`src/rtl/mc_ctrl_fsm.sv`:
```
// mc_ctrl_fsm: multi-cycle control FSM for a MIPS-subset datapath.
// Define CTRL_TRAP_EN to park unsupported instructions in TRAP instead of retiring them as nops.
module mc_ctrl_fsm #(
  parameter int MEM_WAIT_MAX = 15,
  parameter int ICNT_W       = 32
) (
  input  logic              clk,
  input  logic              reset,
  input  logic [5:0]        opcode,
  input  logic [5:0]        funct,
  input  logic              zero,
  input  logic              mem_ready,
  output logic              pc_we,
  output logic              ir_we,
  output logic              reg_we,
  output logic              mem_req,
  output logic              mem_we,
  output logic [1:0]        reg_dst,
  output logic [1:0]        wd_sel,
  output logic              alu_src_b,
  output logic [1:0]        ext_op,
  output logic [2:0]        alu_op,
  output logic [1:0]        npc_sel,
  output logic [2:0]        state,
  output logic              instr_done,
  output logic              mem_err,
  output logic [ICNT_W-1:0] icnt
);
  typedef enum logic [2:0] {FETCH, DECODE, EXEC, MEM_RD, MEM_WR, WB, TRAP} state_e;
  localparam logic [2:0] ALU_ADD = 3'd0, ALU_SUB = 3'd1, ALU_OR = 3'd2;
  localparam logic [7:0] WAIT_LAST = 8'(MEM_WAIT_MAX - 1);
`ifdef CTRL_TRAP_EN
  localparam state_e UNSUP_STATE = TRAP;
  localparam bit     UNSUP_DONE  = 1'b0;
`else
  localparam state_e UNSUP_STATE = FETCH;
  localparam bit     UNSUP_DONE  = 1'b1;
`endif
  state_e            state_q, state_d;
  logic [7:0]        wait_q, wait_d;
  logic              mem_err_q;
  logic [ICNT_W-1:0] icnt_q;
  logic is_addu, is_subu, is_jr, is_ori, is_lui, is_lw, is_sw, is_beq, is_j, is_jal;
  logic goes_exec, unsup, in_mem, timeout;
  assign is_addu   = opcode == 6'h00 && funct == 6'h21;
  assign is_subu   = opcode == 6'h00 && funct == 6'h23;
  assign is_jr     = opcode == 6'h00 && funct == 6'h08;
  assign is_ori    = opcode == 6'h0D;
  assign is_lui    = opcode == 6'h0F;
  assign is_lw     = opcode == 6'h23;
  assign is_sw     = opcode == 6'h2B;
  assign is_beq    = opcode == 6'h04;
  assign is_j      = opcode == 6'h02;
  assign is_jal    = opcode == 6'h03;
  assign goes_exec = is_addu | is_subu | is_ori | is_lui | is_lw | is_sw | is_beq;
  assign unsup     = !(goes_exec | is_jr | is_j | is_jal);
  assign in_mem    = state_q == MEM_RD || state_q == MEM_WR;
  // A ready arriving on the limit cycle still completes the access normally.
  assign timeout   = in_mem && !mem_ready && wait_q == WAIT_LAST;
  always_ff @(posedge clk) begin
    if (reset) begin
      state_q   <= FETCH;
      wait_q    <= '0;
      mem_err_q <= 1'b0;
      icnt_q    <= '0;
    end else begin
      state_q   <= state_d;
      wait_q    <= wait_d;
      mem_err_q <= mem_err_q | timeout;
      icnt_q    <= icnt_q + ICNT_W'(instr_done);
    end
  end
  always_comb begin
    state_d = state_q;
    wait_d  = wait_q;
    unique case (state_q)
      FETCH:  state_d = DECODE;
      DECODE: begin
        if (is_jal) state_d = WB;
        else if (goes_exec) state_d = EXEC;
        else if (unsup) state_d = UNSUP_STATE;
        else state_d = FETCH;
      end
      EXEC: begin
        if (is_lw) state_d = MEM_RD;
        else if (is_sw) state_d = MEM_WR;
        else if (is_beq) state_d = FETCH;
        else state_d = WB;
      end
      MEM_RD, MEM_WR: begin
        wait_d = (mem_ready || timeout) ? 8'd0 : wait_q + 8'd1;
        if (mem_ready && state_q == MEM_RD) state_d = WB;
        else if (mem_ready || timeout) state_d = FETCH;
      end
      WB:      state_d = FETCH;
      TRAP:    state_d = TRAP;
      default: state_d = FETCH;
    endcase
  end
  always_comb begin
    {pc_we, ir_we, reg_we, mem_req, mem_we, alu_src_b, instr_done} = '0;
    {reg_dst, wd_sel, ext_op, npc_sel} = '0;
    alu_op = ALU_ADD;
    unique case (state_q)
      FETCH: {ir_we, pc_we} = 2'b11;
      DECODE: begin
        pc_we      = is_j | is_jr;
        npc_sel    = is_j ? 2'd2 : is_jr ? 2'd3 : 2'd0;
        instr_done = is_j | is_jr | (unsup & UNSUP_DONE);
      end
      EXEC, MEM_RD, MEM_WR: begin
        alu_op     = (is_subu | is_beq) ? ALU_SUB : is_ori ? ALU_OR : ALU_ADD;
        alu_src_b  = is_ori | is_lui | is_lw | is_sw;
        ext_op     = is_lui ? 2'd2 : (is_lw | is_sw | is_beq) ? 2'd1 : 2'd0;
        pc_we      = state_q == EXEC && is_beq && zero;
        npc_sel    = (state_q == EXEC && is_beq) ? 2'd1 : 2'd0;
        mem_req    = in_mem;
        mem_we     = state_q == MEM_WR;
        instr_done = (state_q == EXEC && is_beq) || (state_q == MEM_WR && mem_ready);
      end
      WB: begin
        reg_we     = 1'b1;
        instr_done = 1'b1;
        reg_dst    = is_jal ? 2'd2 : opcode == 6'h00 ? 2'd1 : 2'd0;
        wd_sel     = is_jal ? 2'd2 : is_lw ? 2'd1 : 2'd0;
        pc_we      = is_jal;
        npc_sel    = is_jal ? 2'd2 : 2'd0;
      end
      default: ;
    endcase
    if (reset) {pc_we, ir_we, reg_we, mem_req, mem_we, instr_done} = '0;
  end
  assign state   = state_q;
  assign mem_err = mem_err_q;
  assign icnt    = icnt_q;
endmodule

```
`config.mk`:
```
export PLATFORM = sky130hd
export DESIGN_NAME = mc_ctrl_fsm
export DESIGN_NICKNAME = d
export VERILOG_FILES = /design/src/rtl/mc_ctrl_fsm.sv
export SDC_FILE = /design/constraint.sdc
export NUM_CORES = 1
export LEC_CHECK = 0
export CAP_MARGIN = 30
export CORE_MARGIN = 1
export CORE_UTILIZATION = 43
export DETAILED_ROUTE_END_ITERATION = 10
export PLACE_DENSITY = 0.76
export SLEW_MARGIN = 10
export SYNTH_ARGS = -nofsm -noshare
export SYNTH_HDL_FRONTEND = slang
export SYNTH_SLANG_ARGS = --single-unit
```
`constraint.sdc`:
```
create_clock -name clk -period 3.2 [get_ports clk]
set_input_delay 0.32 -clock clk [delete_from_list [all_inputs] [get_ports clk]]
set_output_delay 0.32 -clock clk [all_outputs]
set_load 0.02 [all_outputs]
```
== After elaboration in Yosys (flattened, before gate mapping) ==
Cells that the tools add are included.
Cells by class
  add/sub/neg operators: 2
  equal/unequal tests: 18
  mux-type cells: 39
  bitwise logic cells: 18
  reduce and logical (&&, ||, !) cells: 18
Operators by type and width (number)
  adder 32 x 1 -> 32 bit: 1
  two-way mux 2 bit: 13
  == test 6 bit (second input constant): 4
  == test 6 x 4 -> 1 bit (second input constant): 3
  two-way mux 3 bit: 6
  OR 1 bit: 18
  two-way mux 1 bit: 15
  case mux 3 bit (5 select lines): 1
  == test 6 x 2 -> 1 bit (second input constant): 2
  == test 3 bit (second input constant): 3
  logical AND 1 bit: 9
  adder 8 x 1 -> 8 bit (second input constant): 1
  == test 8 x 4 -> 1 bit (second input constant): 1
  two-way mux 8 bit: 1
  == test 3 x 2 -> 1 bit (second input constant): 2
  == test 6 x 3 -> 1 bit (second input constant): 1
  logical NOT 6 bit: 1
  case mux 2 bit (3 select lines): 1
  case mux 1 bit (4 select lines): 1
  == test 3 x 1 -> 1 bit (second input constant): 1
  logical NOT 3 bit: 1
  logical OR 1 bit: 3
  != test 3 bit (second input constant): 1
  case mux 1 bit (3 select lines): 1
  other kinds (3): 4
Storage, ports and cells
  register bits after elaboration: 44

== Logic depth before layout (Yosys ltp) ==
  depth in word-level cells: 16
  depth in mapped cells: 15

== Least setup slack after synthesis ==
Ideal clock, no wire load.
  path type: in2reg
  start: input opcode[0]
  end: register icnt_q[26], in the netlist icnt[26]
  library setup time: 128 ps
  arrival time: 3496 ps
  setup slack: -424 ps
  stages on the path: 14
  buffers on the path: 2
  cell sequence: clkbuf_1 > or4b_1 > or2_2 > nor4_1 > a21oi_1 > a31oi_1 > ha_1 > ha_1 > and4_1 > and3_1 > clkbuf_1 > nand4_1 > xor2_1 > nor2_1
Between the ends
  longest elaborated chain between the ends: 16
RTL lines
  start, declared: line 9  | input logic [5:0] opcode,
  logical NOT 6 bit: line 45, 46, 47
  logical AND 1 bit, on equally long branches: line 45, 46
  OR 1 bit (6 in a row): line 55  | assign goes_exec = is_addu | is_subu | is_ori | is_lui | is_lw | is_sw | is_beq;
  OR 1 bit (3 in a row): line 56  | assign unsup = !(goes_exec | is_jr | is_j | is_jal);
  logical NOT 1 bit: line 56
  OR 1 bit: line 109  | instr_done = is_j | is_jr | (unsup & UNSUP_DONE);
  case mux 1 bit (3 select lines) (*): line 104  | unique case (state_q)
  two-way mux 1 bit (*): line 131  | if (reset) {pc_we, ir_we, reg_we, mem_req, mem_we, instr_done} = '0;
  net instr_done: line 25  | output logic instr_done,
  adder 32 x 1 -> 32 bit (*): line 70  | icnt_q <= icnt_q + ICNT_W'(instr_done);
  end signal, assigned: line 70
  end, declared: line 42  | logic [ICNT_W-1:0] icnt_q;
The timed path passes the listed nets; every way through them passes the cells marked *.
A chain may end at the register's enable or synchronous reset.

== Worst setup path after layout ==
  start: input opcode[4]
  end: output instr_done
Between the ends
  longest elaborated chain between the ends: 15
RTL lines (line)
  logical NOT 6 bit: 45, 46, 47
  logical AND 1 bit, on equally long branches: 45, 46
  OR 1 bit (6 in a row): 55
  OR 1 bit (3 in a row): 56
  logical NOT 1 bit: 56
  OR 1 bit: 109
  case mux 1 bit (3 select lines) (*): 104
  two-way mux 1 bit (*): 131
  end, declared: 25
Every way passes the cells marked *; elsewhere a longest branch is shown, timed or not.

==> impl_metrics.csv <==
group,metric,value,unit
route,routed_wl,6391,µm
yosys,synth-seq-area-share,36.53,%
final_layout,layoutNonFillerInstCount,446,
critical_path,crit_type,"in2out",
final_layout,diodes,0,
clock_tree,cts_root_buffer,"clkbuf_8",
sta,hold_viol,0,
clock_tree,path_clk_slew,0.08,ns
sta,maxSlewViolCount,0,
power_and_ir_drop,p_leak,1.289,nW
route,drc,0,
power_and_ir_drop,p_int,0.8363,mW
final_layout,seq_area,880.8,µm²
worst_hold_path,hold_path.class,"reg2reg",
critical_path,path_max_fanout,3,
route,drtPass1Iterations,4,
placement,placedInstanceArea,3267,µm²
clock_tree,cts_inserted_buffers,5,
yosys,yosys.area.top_type,"dfxtp_1",
grt,grt_pass1_wl,10520,µm
grt,grt_usage,21.58,%
placement,dp.cells,436,
placement,dp_hpwl,4482,µm
route,vias_per_cell,5.478,
clock_tree,cts_tree,"yes",
power_and_ir_drop,power_density,314.0,nW/µm²
sta,period_needed,3.111,ns
floorplanning,ios,70,
floorplanning,core,5238,µm²
sta,clock_skew,0.009547,ns
power_and_ir_drop,switching_share,23.56,%
power_and_ir_drop,clkPwrFrac,39.8,%
yosys,syn_inst,295,
sta,slew_headroom,56.44,%
grt,antenna_found_initial,0,
yosys,synthTopCellsByArea,"dfxtp_1, xor2_1, nor2_1",
critical_path,start_kind,"input port",
sta,setup_viol,0,
sta,tightestPinTransition,0.6534,ns
grt,grt_max_degree,50,
clock_tree,h-tree-depth,2,
power_and_ir_drop,ir_drop,0.1836,mV
yosys,synth_top_area_share,36.53,%
grt,grt_pass1_vias,2291,
placement,portBuffers,68,
status,status,"complete, no violations",
run,maxCapViolations,0,
route,wire_per_inst,14.33,µm
route,vias,2443,
route,drtAntennaViolNets,0,
sta,finalCritPeriodShare,97.22,%
power_and_ir_drop,p_switching,0.2578,mW
final_layout,drive_above_1_share,13.56,%
floorplanning,die-area,5911,µm²
yosys,syn-cell-area,2411,µm²
floorplanning,fp-row-count,26,
yosys,synth-edff-count,0,
critical_path,cp_slowest_cell,"or4_4",
final_layout,syn2layout_area_growth,44.53,%
final_layout,fillerInstances,446,
clock_tree,clock_latency,0.30,ns
yosys,ys.flop_type,"dfxtp_1",
grt,grt_overflow,0,
critical_path,endpoint_kind,"output pin",
route,drtIter0Drc,106,
critical_path,arrival,2.79,ns
final_layout,multi_input_area,1508,µm²
critical_path,critical_path_required,2.88,ns
yosys,yosysWarnings,0,
yosys,async_flop_share,0,%
floorplanning,fp.dieH,76.88,µm
yosys,synth_fp_nets,315,
floorplanning,start_util,46.03,%
yosys,syn_avg_cell_area,8.173,µm²
yosys,ys_ff_latch,44,
clock_tree,clock_sinks,44,
yosys,synth.distinct_cells,53,
sta,fmax,0.3214,GHz
critical_path,crit_chain,"clkdlybuf4s50_1, or4_4, buf_4, nor3_2, and3_1, or4_4, a31oi_4, buf_4, clkdlybuf4s50_1",
clock_tree,clockBufferDepth,2,
critical_path,slowest_delay,0.58,ns
power_and_ir_drop,seqPwrFrac,50.3,%
final_layout,nNetsFinal,395,
floorplanning,die_w,76.88,µm
power_and_ir_drop,p_comb_share,10.0,%
placement,gp_congestion,0.8789,
final_layout,design_area,3485,µm²
==> power by group through the flow <==
stage	Sequential, mW	Clock, mW	Combinational [mW]
2_1_floorplan	0.566	0	0.0516
3_3_place_gp	0.563	0	0.102
3_5_place_dp	0.563	0	0.103
4_1_cts	0.550	0.445	0.104
5_1_grt	0.551	0.472	0.117
6_report	0.550	0.435	0.109
==> synthesized netlist by cell type (all sizes together), types with 2 or more instances <==
cell / number
a2111oi: 2
a211oi: 3
a21oi: 15
a311oi: 2
a31o: 3
a31oi: 2
a41oi: 3
and2: 2
and3: 11
and4: 7
buf: 9
clkbuf: 10
dfxtp: 44
ha: 4
inv: 4
nand2: 16
nand2b: 3
nand3: 15
nand4: 11
nor2: 48
nor2b: 4
nor3: 6
nor3b: 3
nor4: 5
nor4b: 2
o21ai: 6
o31a: 2
or3: 3
or4: 5
xnor2: 4
xor2: 26
==> registers in the layout, summed over array words and instances, names as in the netlist <==
signal,cells
wait_q,8
mem_err,1
state,3
icnt,32
==> per-stage QoR <==
step / utilization [%] / setup WS [ns] / hold WS, ns / setup TNS (ns) / power [mW]
2_1_floorplan: - / 0.003936 / 0.4441 / 0 / 0.6173
3_3_place_gp: 62.37 / -0.4074 / 0.4535 / -6.116 / 0.6653
3_5_place_dp: 62.37 / -0.4682 / 0.4634 / -6.981 / 0.6659
4_1_cts: 64.76 / 0.01344 / 0.4843 / 0 / 1.098
5_1_grt: 66.53 / -0.01686 / 0.5180 / -0.01686 / 1.140
6_report: 66.53 / 0.08889 / 0.4746 / 0 / 1.094
==> routing by layer <==
layer / GRT usage (%) / routed length (µm) / part of all wire (%) / up-vias
met5: 0 / 0 / 0 / -
met4: 8.654 / 99 / 1.5 / 0
met3: 3.810 / 261 / 4.1 / 11
met2: 36.96 / 3191 / 50 / 73
met1: 26.53 / 2837 / 44 / 1146
li1: - / - / - / 1213
==> kinds of logic after synthesis <==
family	after synthesis	share of synthesized area, %
AO/OA/AOI/OAI	44	12.20
other	1	0.1555
multiplexers	1	0.4152
AND/OR/NAND/NOR	148	32.64
adder cells (fa/ha/maj)	4	2.076
flip-flops	44	36.53
buffers and inverters	23	5.085
XOR/XNOR	30	10.90
==> layout by cell type (no fill, tap or decap), types with 2 or more instances in the layout <==
| cell type | count |
|---|---|
| and3_1 | 10 |
| ha_2 | 2 |
| o31a_1 | 2 |
| a31o_2 | 2 |
| and4_1 | 7 |
| buf_4 | 21 |
| clkbuf_8 | 5 |
| nor3_1 | 5 |
| xor2_1 | 26 |
| clkdlybuf4s50_1 | 63 |
| or3_1 | 3 |
| nor4_4 | 2 |
| dfxtp_1 | 44 |
| nand2b_1 | 3 |
| nor4_1 | 3 |
| a41oi_1 | 2 |
| nor3b_1 | 3 |
| inv_1 | 4 |
| dlymetal6s2s_1 | 5 |
| a211oi_1 | 3 |
| or4_1 | 2 |
| a311oi_1 | 2 |
| ha_1 | 2 |
| buf_6 | 2 |
| nor2b_1 | 4 |
| nand4_1 | 11 |
| or4_4 | 3 |
| nor2_1 | 48 |
| a21oi_1 | 14 |
| o21ai_0 | 6 |
| xnor2_1 | 4 |
| nand2_1 | 16 |
| nand3_1 | 14 |
==> final cells by class <==
cell class,count,area share (%)
timing repair buffer,92,25.21
inverter,4,0.4309
clock inverter,3,1.329
clock buffer,5,1.975
multi-input combinational,228,43.27
sequential,44,25.28
tap,70,2.513
==> final timing paths <==
check | start | end | slack, ns | cells past startpoint
worst max register to register | state[0] | icnt[29] | 0.45 | 12
worst min-delay path | mem_err | mem_err | 0.47 | 2
worst max-delay path | opcode[4] | instr_done | 0.09 | 9
worst min register to register | mem_err | mem_err | 0.47 | 2
==> timing repair <==
action / in CTS / in global routing
cloned: 0 / 1
hold buffers: 0 / 0
pin swaps: 0 / 3
setup buffers: 0 / 1
setup endpoints to repair: 10 / 23
gates resized for setup: 3 / 18
==> worst max-delay path, delay by kind of cell <==
kind	cells	cell delay, ns
buffers and inverters	4	1.27
and+or+nand+nor	4	1.12
AOI/OAI and AO/OA	1	0.08
Note: power is estimated with default switching activity, not from simulation.
